===== src/rtl/morse_receiver.sv =====
// Morse code receiver: oversamples a keyed line, classifies marks as dot/dash
// and decodes the letters S..Z into the board's 3-bit letter code.
module morse_receiver #(
  parameter int SAMPLE_CYCLES = 6250000,
  parameter int SPU           = 4
) (
  input  logic       clk,
  input  logic       reset,
  input  logic       key_in,
  output logic [2:0] letter,
  output logic       valid,
  output logic       error,
  output logic       busy
);

  localparam int DIV_W = (SAMPLE_CYCLES > 1) ? $clog2(SAMPLE_CYCLES) : 1;
  localparam int RUN_W = $clog2(5 * SPU + 1);

  localparam logic [DIV_W-1:0] DIV_LOAD = DIV_W'(SAMPLE_CYCLES - 1);
  localparam logic [RUN_W-1:0] RUN_SAT  = RUN_W'(5 * SPU);
  localparam logic [RUN_W-1:0] DASH_MIN = RUN_W'(2 * SPU);
  localparam logic [RUN_W-1:0] RUN_ONE  = RUN_W'(1);

  localparam logic [1:0] IDLE  = 2'd0;
  localparam logic [1:0] MARK  = 2'd1;
  localparam logic [1:0] SPACE = 2'd2;
  localparam logic [1:0] STUCK = 2'd3;

  logic             key_m;
  logic             key_s;
  logic [DIV_W-1:0] div_cnt;
  logic             samp;
  logic [1:0]       state;
  logic [RUN_W-1:0] run_len;
  logic [3:0]       elem;
  logic [2:0]       elem_cnt;
  logic             overflow;
  logic             dec_ok;
  logic [2:0]       dec_code;

  always_ff @(posedge clk) begin
    if (!reset) begin
      key_m <= 1'b0;
      key_s <= 1'b0;
    end else begin
      key_m <= key_in;
      key_s <= key_m;
    end
  end

  // samp is registered so the first strobe lands SAMPLE_CYCLES cycles after reset
  always_ff @(posedge clk) begin
    if (!reset) begin
      div_cnt <= DIV_LOAD;
      samp    <= 1'b0;
    end else begin
      samp    <= (div_cnt == '0);
      div_cnt <= (div_cnt == '0) ? DIV_LOAD : div_cnt - 1'b1;
    end
  end

  always_comb begin
    dec_ok   = 1'b0;
    dec_code = 3'b000;
    if (!overflow) begin
      case (elem_cnt)
        3'd1: if (elem[0]) begin dec_ok = 1'b1; dec_code = 3'b001; end
        3'd3: begin
          case (elem[2:0])
            3'b000:  begin dec_ok = 1'b1; dec_code = 3'b000; end
            3'b100:  begin dec_ok = 1'b1; dec_code = 3'b010; end
            3'b110:  begin dec_ok = 1'b1; dec_code = 3'b100; end
            default: ;
          endcase
        end
        3'd4: begin
          case (elem)
            4'b1000: begin dec_ok = 1'b1; dec_code = 3'b011; end
            4'b1001: begin dec_ok = 1'b1; dec_code = 3'b101; end
            4'b1101: begin dec_ok = 1'b1; dec_code = 3'b110; end
            4'b0011: begin dec_ok = 1'b1; dec_code = 3'b111; end
            default: ;
          endcase
        end
        default: ;
      endcase
    end
  end

  always_ff @(posedge clk) begin
    if (!reset) begin
      state    <= IDLE;
      run_len  <= '0;
      elem     <= 4'b0000;
      elem_cnt <= 3'd0;
      overflow <= 1'b0;
      letter   <= 3'b000;
      valid    <= 1'b0;
      error    <= 1'b0;
    end else begin
      valid <= 1'b0;
      error <= 1'b0;
      if (samp) begin
        case (state)
          IDLE: begin
            if (key_s) begin
              state   <= MARK;
              run_len <= RUN_ONE;
            end
          end
          MARK: begin
            if (key_s) begin
              run_len <= (run_len == RUN_SAT) ? RUN_SAT : run_len + RUN_ONE;
              if (run_len == RUN_SAT - RUN_ONE) begin
                error <= 1'b1;
                state <= STUCK;
              end
            end else begin
              if (elem_cnt < 3'd4) begin
                elem[elem_cnt[1:0]] <= (run_len >= DASH_MIN);
                elem_cnt            <= elem_cnt + 3'd1;
              end else begin
                overflow <= 1'b1;
              end
              state   <= SPACE;
              run_len <= RUN_ONE;
            end
          end
          SPACE: begin
            if (key_s) begin
              state   <= MARK;
              run_len <= RUN_ONE;
            end else begin
              run_len <= run_len + RUN_ONE;
              // a gap of 2*SPU samples closes the letter
              if (run_len == DASH_MIN - RUN_ONE) begin
                if (dec_ok) begin
                  letter <= dec_code;
                  valid  <= 1'b1;
                end else begin
                  error <= 1'b1;
                end
                elem     <= 4'b0000;
                elem_cnt <= 3'd0;
                overflow <= 1'b0;
                state    <= IDLE;
              end
            end
          end
          STUCK: begin
            if (!key_s) begin
              elem     <= 4'b0000;
              elem_cnt <= 3'd0;
              overflow <= 1'b0;
              state    <= IDLE;
            end
          end
          default: state <= IDLE;
        endcase
      end
    end
  end

  assign busy = (state != IDLE);

endmodule


===== config.mk =====
export PLATFORM = sky130hd
export DESIGN_NAME = morse_receiver
export DESIGN_NICKNAME = d
export VERILOG_FILES = /design/src/rtl/morse_receiver.sv
export SDC_FILE = /design/constraint.sdc
export NUM_CORES = 1
export LEC_CHECK = 0
export CELL_PAD_IN_SITES_DETAIL_PLACEMENT = 1
export CELL_PAD_IN_SITES_GLOBAL_PLACEMENT = 2
export CORE_AREA = 2 2 74 104
export CTS_BUF_LIST = sky130_fd_sc_hd__clkbuf_8
export CTS_CLUSTER_SIZE = 10
export DETAILED_ROUTE_END_ITERATION = 8
export DIE_AREA = 0 0 76 106
export GPL_TIMING_DRIVEN = 0
export PLACE_DENSITY_LB_ADDON = 0.1
export SKIP_LAST_GASP = 1
export SLEW_MARGIN = 20
export SYNTH_ARGS = -nofsm -noshare
export SYNTH_HDL_FRONTEND = slang
export SYNTH_SLANG_ARGS = --single-unit

===== constraint.sdc =====
create_clock -name clk -period 2.4 [get_ports clk]
set_clock_uncertainty 0.1 [all_clocks]
set_input_delay 0.24 -clock clk [delete_from_list [all_inputs] [get_ports clk]]
set_output_delay 0.24 -clock clk [all_outputs]
set_load 0.005 [all_outputs]

---- Word level (Yosys, flattened, before mapping) ----
Index checks and enable logic that the tools add are counted.
cells by class
  order comparisons ....................... 4
  $add $sub $neg .......................... 3
  multiplexer cells ....................... 50
  equality and inequality tests ........... 24
  bitwise gates (word level) .............. 5
  reductions and logical operators ........ 17
operators with widths
  cell                     count
  $logic_not A23 Y1        1
  $sub A23 B1 Y23 const B  1
  $mux W4                  5
  $mux W5                  4
  $mux W3                  6
  $pmux W3 S3              2
  $mux W1                  17
  $pmux W5 S3              1
  $ne A2 B2 Y1 const B     7
  $reduce_and A7 Y1        2
  $eq A4 B4 Y1 const B     3
  $mux W2                  6
  $pmux W3 S4              1
  $pmux W4 S3              1
  $eq A5 B5 Y1 const B     2
  $reduce_and A5 Y1        2
  $eq A3 B3 Y1 const B     3
  $pmux W2 S4              1
  $ne A3 B3 Y1 const B     2
  $pmux W1 S3              2
  $pmux W3 S2              1
  $reduce_bool A3 Y1       2
  $add A5 B1 Y5 const B    1
  $eq A5 B3 Y1 const B     1
  other kinds (24)         29
storage, ports and cells
  output and inout bits ................... 6
  register bits after elaboration ......... 46

---- Logic depth before layout (Yosys ltp) ----
Gate-level depths: netlist (run 1).
  word-level depth ........................ 9
  depth in mapped cells ................... 8
  gate-level depth less buffers ........... 7

---- Worst setup path after synthesis (run 1) ----
OpenSTA, ideal clock, no wires.
  path kind ............................... register to register
  start ................................... register state[0]
  end ..................................... register elem[0]
  data required time ...................... 2183 ps
  library setup time ...................... 117 ps
  stages on the path, launching flop included .. 9
  arrival time ............................ 2344 ps
  setup slack ............................. -162 ps
  cell sequence ........................... dfxtp_1 > inv_1 > ha_1 > or2_2 > clkbuf_1 > a21o_1 > a2111oi_2 > o21ai_0 > a32o_1
on the way
  word-level cells in the longest chain between the ends .. 3
  elaborated cells on any way between the ends .. 11
  classes of those cells .................. 8 x eq/ne; 1 x mux; 2 x reduce/logical
RTL lines
  element                                                                     RTL line  source
  from (decl)                                                                 33        logic [1:0] state;
  from (signal assigned)                                                      92        state <= IDLE;
  from (signal assigned)                                                      107       state <= MARK;
  from (signal assigned)                                                      116       state <= STUCK;
  $eq A2 B2 Y1 / $eq A2 B1 Y1 (equally long branches)                         104       case (state)
  $ne A2 B2 Y1 (no source line) / $reduce_bool A3 Y1 (equally long branches)  n/a
  $reduce_and A7 Y1 (no source line)                                          n/a
  to (signal, indexed assignment)                                             120       elem[elem_cnt[1:0]] <= (run_len >= DASH_MIN);
  to (decl)                                                                   35        logic [3:0] elem;
Parallel ways exist; a longest one is shown, timed or not.
A chain may end at the register's enable or synchronous reset.

---- Worst setup path in the final report (run 1) ----
  start ................................... register div_cnt[9]
  end ..................................... register div_cnt[0]
on the way
  word-level cells in the longest chain between the ends .. 2
RTL lines
  element                            RTL line  source
  from (decl)                        31        logic [DIV_W-1:0] div_cnt;
  from (signal assigned)             58        div_cnt <= (div_cnt == '0) ? DIV_LOAD : div_cnt - 1'b1;
  $logic_not A23 Y1                  58
  $reduce_or A2 Y1 (no source line)  n/a
No other way between the ends.

==> flow_metrics.tcl, run 1 <==
set metrics [dict create \
    peakVddDrop_mv 0.2785 \
    min_path_type "reg -> reg" \
    slew_headroom_pct 32.38 \
    path_cells "or4_4 -> or4_4 -> or2_4 -> o41a_1 -> buf_6 -> nand2_2" \
    num_rows 37 \
    dp_hpwl_mm 4.392 \
    seq_area_frac_synth_pct 37.76 \
    critPathCaptureType "flip-flop" \
    startpoint_type "flip-flop" \
    die_area_um2 8056 \
    status "finished clean" \
    clkLatencyLatePin_ns 0.30 \
    drv_cap 0 \
    p_leak_nw 0.9475 \
    arrival_ns 2.48 \
    worst-path-max-fanout 5 \
    cts_max_level 2 \
    synth_area_leaders "dfxtp_1 38%, ha_1 6.2%, xnor2_1 5.0%" \
    cts_made_buffers 5 \
    setup_viol 0 \
    nFillCells 886 \
    wirelength_mm 5.963 \
    ys.flop_type "dfxtp_1" \
    antenna_cells 0 \
    tightest_slew_ns 1.012 \
    ys_ff_latch 46 \
    cts_tree "done" \
    fp.dieW_um 76 \
    syn_area_um2 2439 \
    gr-total-overflow 0 \
    synth_area_leader_cell "dfxtp_1" \
    synth_top_area_share_pct 37.76 \
    wl_per_cell_um 14.83 \
    cpMostUsedCell "or4_4" \
    crit_family "simple AND/OR/NAND/NOR gates" \
    finalHoldViolations 0 \
    synth_cells 284 \
    post-route-util_pct 39.55 \
    drive_gt1_share_pct 12.13 \
    final-max-slew-violation-count 0 \
    route.detailed.drc 0 \
    syn-num-nets 299 \
    crit_path_top_delay_cell "or4_4" \
    detail-route-antenna-nets 0 \
    met3_wirelength_um 86 \
    antenna_found_initial 0 \
    wl_met1_mm 2.481 \
    start_util_pct 33.98 \
    cpPeakStageDelay_ns 0.53 \
    clock_sinks 46 \
    vias 2078 \
    grt_max_degree 15 \
    path_class "reg -> reg" \
    die_h_um 106 \
    grt_pass1_wl_mm 10.25 \
    clk_pin_slew_worst_paths_ns 0.09 \
    synth_cell_types 51 \
    track_usage_pct 15.91 \
    cp.required_ns 2.55 \
    rsz0062_at_grt "yes" \
    core_area_um2 7176 \
    final_common_cell "dfxtp_1" \
    clk_path_buf_depth 2 \
    setup_ws_ns 0.06549 \
    async_flop_share_pct 0 \
    layout_min_cycle_time_ns 2.335 \
    avgViaCountPerCell 5.169 \
    first_iter_violations 80 \
    yosysWarnings 0 \
    reg2reg_slack_ns 0.07 \
    top_layer "met4" \
    critPathBufInv 1 \
    powerDensity_nw_per_um2 471.7 \
    ios 9 \
    cts_hold_buf 0 \
    timing.final.crit_share_pct 97.27 \
    dp_slack_ns -0.4272 \
    avgSynthCellArea_um2 8.587 \
    synth-edff-count 0 \
    met2WireLength_mm 3.273 \
    max_freq_ghz 0.4284 \
    synthToLayoutAreaGrowth_pct 16.37 \
    dr.pass1.iters 4 \
    grt_pass1_vias 2100 \
    most-common-layout-cells "43 x dfxtp_1, 30 x nor2_1, 21 x nand2_1" \
    cts-root-buf "clkbuf_8" \
    port_buffers 8 \
    nets 319 \
    gp_congestion 0.7502 \
]
-- layer usage --
metal | track usage [%] | vias up
li1 | - | 1042
met1 | 16.94 | 1015
met2 | 31.06 | 13
met3 | 2.377 | 8
met4 | 6.364 | 0
met5 | 0 | -
-- area by class of cell --
cell class	instances	area [um2]	area share, %
clock buffer	6	82.58	2.910
buffer	8	37.54	1.323
multi-input combinational	211	1451	51.15
sequential	46	924.6	32.58
tap	97	121.4	4.277
clock inverter	2	12.51	0.4409
inverter	16	60.06	2.116
timing repair buffer	16	147.6	5.203
-- synthesized netlist by cell type (4+ instances only) --
cell type / instances
nand3_1: 7
xor2_1: 4
inv_1: 16
a32o_1: 4
clkbuf_1: 7
nor4_1: 4
nor2_1: 30
o21ai_0: 9
nor2b_1: 6
a21oi_1: 12
nor3_1: 14
dfxtp_1: 46
nand2_1: 26
nand2b_1: 6
ha_1: 12
o31ai_1: 6
xnor2_1: 14
and2_1: 5
-- logic make-up (layout without fill, tap and decap cells) --
logic type	Yosys count	after routing	share of synthesized area [%]
buffers and inverters	27	48	5.080
DFF	46	46	37.76
xor gates and xnor gates	18	18	6.465
adders and majority gates	12	12	6.157
muxes	4	4	1.693
AOI/OAI and AO/OA	54	54	16.52
and+or+nand+nor	123	123	26.32
-- where the power goes --
| part | total [mW] | switching, mW | internal [mW] |
|---|---|---|---|
| logic | 0.0466 | 0.0277 | 0.0189 |
| clock network | 0.518 | 0.286 | 0.232 |
| registers | 0.774 | 0.00515 | 0.768 |
| total | 1.34 | 0.319 | 1.02 |
-- worst paths after layout --
path / startpoint / endpoint / depth (start not counted)
setup reg to reg: div_cnt[9] / div_cnt[0] / 6
hold / removal: div_cnt[0] / div_cnt[0] / 1
setup / recovery: div_cnt[9] / div_cnt[0] / 6
hold reg to reg: div_cnt[0] / div_cnt[0] / 1
-- metrics by stage --
stage / instances / TNS [ns] / power, mW / hold slack [ns] / instance area (um2)
6_report: 402 / 0 / 1.339 / 0.3301 / 2838
5_1_grt: 402 / -0.008998 / 1.399 / 0.3463 / 2838
4_1_cts: 402 / -0.07995 / 1.370 / 0.3332 / 2810
3_5_place_dp: 389 / -4.790 / 0.8328 / 0.3063 / 2654
3_3_place_gp: 389 / -4.661 / 0.8321 / 0.2986 / 2653
2_1_floorplan: 284 / -0.3777 / 0.8164 / 0.2673 / 2451
-- sequential cells by signal (all words and copies together), names as in the netlist --
signal and cells:
key_m 1, valid 1, letter 3, run_len 5, div_cnt 23, error 1
key_s 1, state 2, elem 4, overflow 1, elem_cnt 3, samp 1
-- worst register-to-register path, delay by kind of cell (launching register included) --
| family | cells | cell delay, ns |
|---|---|---|
| AND/OR/NAND/NOR | 4 | 1.30 |
| AO/OA/AOI/OAI | 1 | 0.39 |
| flip-flops | 1 | 0.33 |
| buffers and inverters | 1 | 0.17 |
-- what timing repair did --
| item | CTS | global route |
|---|---|---|
| setup endpoints to repair | 24 | 28 |
| cloned | 1 | 0 |
| buffers inserted | 6 | 1 |
| gates resized for setup | 10 | 8 |
| pin swaps | 4 | 3 |
No activity file was read; power rests on OpenSTA's default activity.
==> inputs of run 2 (changes only) <==
SLEW_MARGIN = 5   (was 20)
==> run 2 against run 1 <==
Net effect:
- register-to-register slack about the same
- maximum frequency increased by 0.24%
- clock power hardly changed
- critical path type unchanged
- critical endpoint unchanged
- largest cell class unchanged
==> flow_metrics.tcl, run 2 (synthesis gave the netlist of run 1 again) <==
set metrics [dict create \
    status "finished clean" \
    min_path_type "reg -> reg" \
    first_iter_violations 82 \
    wirelength_mm 5.984 \
    cts_tree "done" \
    dr.pass1.iters 4 \
    p_leak_nw 0.9464 \
    ios 9 \
    layout_min_cycle_time_ns 2.329 \
    dpl.cell_count 389 \
    route.detailed.drc 0 \
    placed_cell_area_um2 2653 \
    clk_pin_slew_worst_paths_ns 0.09 \
    max_freq_ghz 0.4294 \
    cts_made_buffers 5 \
    setup_viol 0 \
    finalHoldViolations 0 \
    final_common_cell "dfxtp_1" \
    slew_headroom_pct 33.61 \
    cts_max_level 2 \
    fp.dieW_um 76 \
    instances_no_fill 402 \
    start_util_pct 33.98 \
    critPathCaptureType "flip-flop" \
    peakVddDrop_mv 0.2296 \
    stdcell_area_um2 2833 \
    track_usage_pct 15.86 \
    cts-root-buf "clkbuf_8" \
    grt_pass1_vias 2067 \
    dp_hpwl_mm 4.421 \
    core_area_um2 7176 \
    most-common-layout-cells "43 x dfxtp_1, 30 x nor2_1, 23 x nand2_1" \
    nets 319 \
    timing.final.crit_share_pct 97.04 \
    grt_pass1_wl_mm 10.14 \
    regMostFlops "div_cnt" \
    wl_per_cell_um 14.89 \
    port_buffers 8 \
    drive_gt1_share_pct 11.48 \
    tightest_slew_ns 0.9933 \
    gr-total-overflow 0 \
    largest_register_ffs 23 \
    num_rows 37 \
    powerDensity_nw_per_um2 472.4 \
    clkLatencyLatePin_ns 0.30 \
    gp_congestion 0.7502 \
    detail-route-antenna-nets 0 \
    rsz0062_at_grt "no" \
    die_area_um2 8056 \
    drv_cap 0 \
    vias 2050 \
    antenna_cells 0 \
    startpoint_type "flip-flop" \
    worst-path-max-fanout 5 \
    final-max-slew-violation-count 0 \
    arrival_ns 2.48 \
    grt_max_degree 15 \
    post-route-util_pct 39.48 \
    path_class "reg -> reg" \
    synthToLayoutAreaGrowth_pct 16.16 \
    cp.required_ns 2.55 \
    nFillCells 892 \
    die_h_um 106 \
    antenna_found_initial 0 \
    avgViaCountPerCell 5.100 \
    clk_path_buf_depth 2 \
    reg.largest.list "div_cnt x23, run_len x5, elem x4" \
    clock_sinks 46 \
]
[run 2: cell count changes in the layout (fill, tap and decap cells not counted)]
cell | previous run | this run
nand2_1 | 21 | 23
nand2_2 | 5 | 3
[run 2: final cells by class]
type / instances / area (um2) / share of cell area (%)
multi-input combinational: 211 / 1446 / 51.06
sequential: 46 / 924.6 / 32.64
timing repair buffer: 16 / 147.6 / 5.212
tap: 97 / 121.4 / 4.284
clock buffer: 6 / 82.58 / 2.915
inverter: 16 / 60.06 / 2.120
buffer: 8 / 37.54 / 1.325
clock inverter: 2 / 12.51 / 0.4417
[run 2: worst paths after layout]
path,from,endpoint,slack [ns],cells past startpoint
hold / removal,div_cnt[0],div_cnt[0],0.33,1
setup reg to reg,div_cnt[9],div_cnt[0],0.07,6
hold reg to reg,div_cnt[0],div_cnt[0],0.33,1
setup / recovery,div_cnt[9],div_cnt[0],0.07,6
[run 2: critical path, stage by stage (launching register included)]
cell and delay (ns):
dfxtp_2 0.33, or4_4 0.53, or4_4 0.44, or2_4 0.27, o41a_1 0.39, buf_6 0.17
nand2_2 0.05
[run 2: per-layer routing]
layer	track usage (%)	vias up	part of all wire, %
met5	0	-	0
met3	2.377	7	1.4
met1	16.89	993	41
met4	6.364	0	2.1
li1	-	1037	-
met2	30.93	13	55
[run 2: timing repair]
| action | 4_1_cts | 5_1_grt |
|---|---|---|
| pin swaps | 5 | 3 |
| cloned | 1 | 0 |
| setup endpoints to repair | 24 | 27 |
| hold endpoints to repair | 0 | 0 |
| hold buffers | 0 | 0 |
| buffers inserted | 6 | 1 |
| resized for setup | 10 | 7 |
[run 2: stage by stage]
step	hold WS, ns	setup slack (ns)	power (mW)	TNS [ns]
global route	0.3464	0.002114	1.397	0
floorplan	0.2673	-0.04756	0.8164	-0.3777
finish	0.3302	0.07114	1.338	0
global placement	0.2986	-0.4047	0.8321	-4.661
detailed placement	0.3063	-0.4124	0.8333	-4.726
CTS	0.3333	-0.01287	1.370	-0.05430
[run 2: report_power, final]
group / switching (mW) / total (mW) / internal (mW)
Combinational: 0.0266 / 0.0448 / 0.0182
Clock: 0.288 / 0.520 / 0.232
Sequential: 0.00505 / 0.773 / 0.768
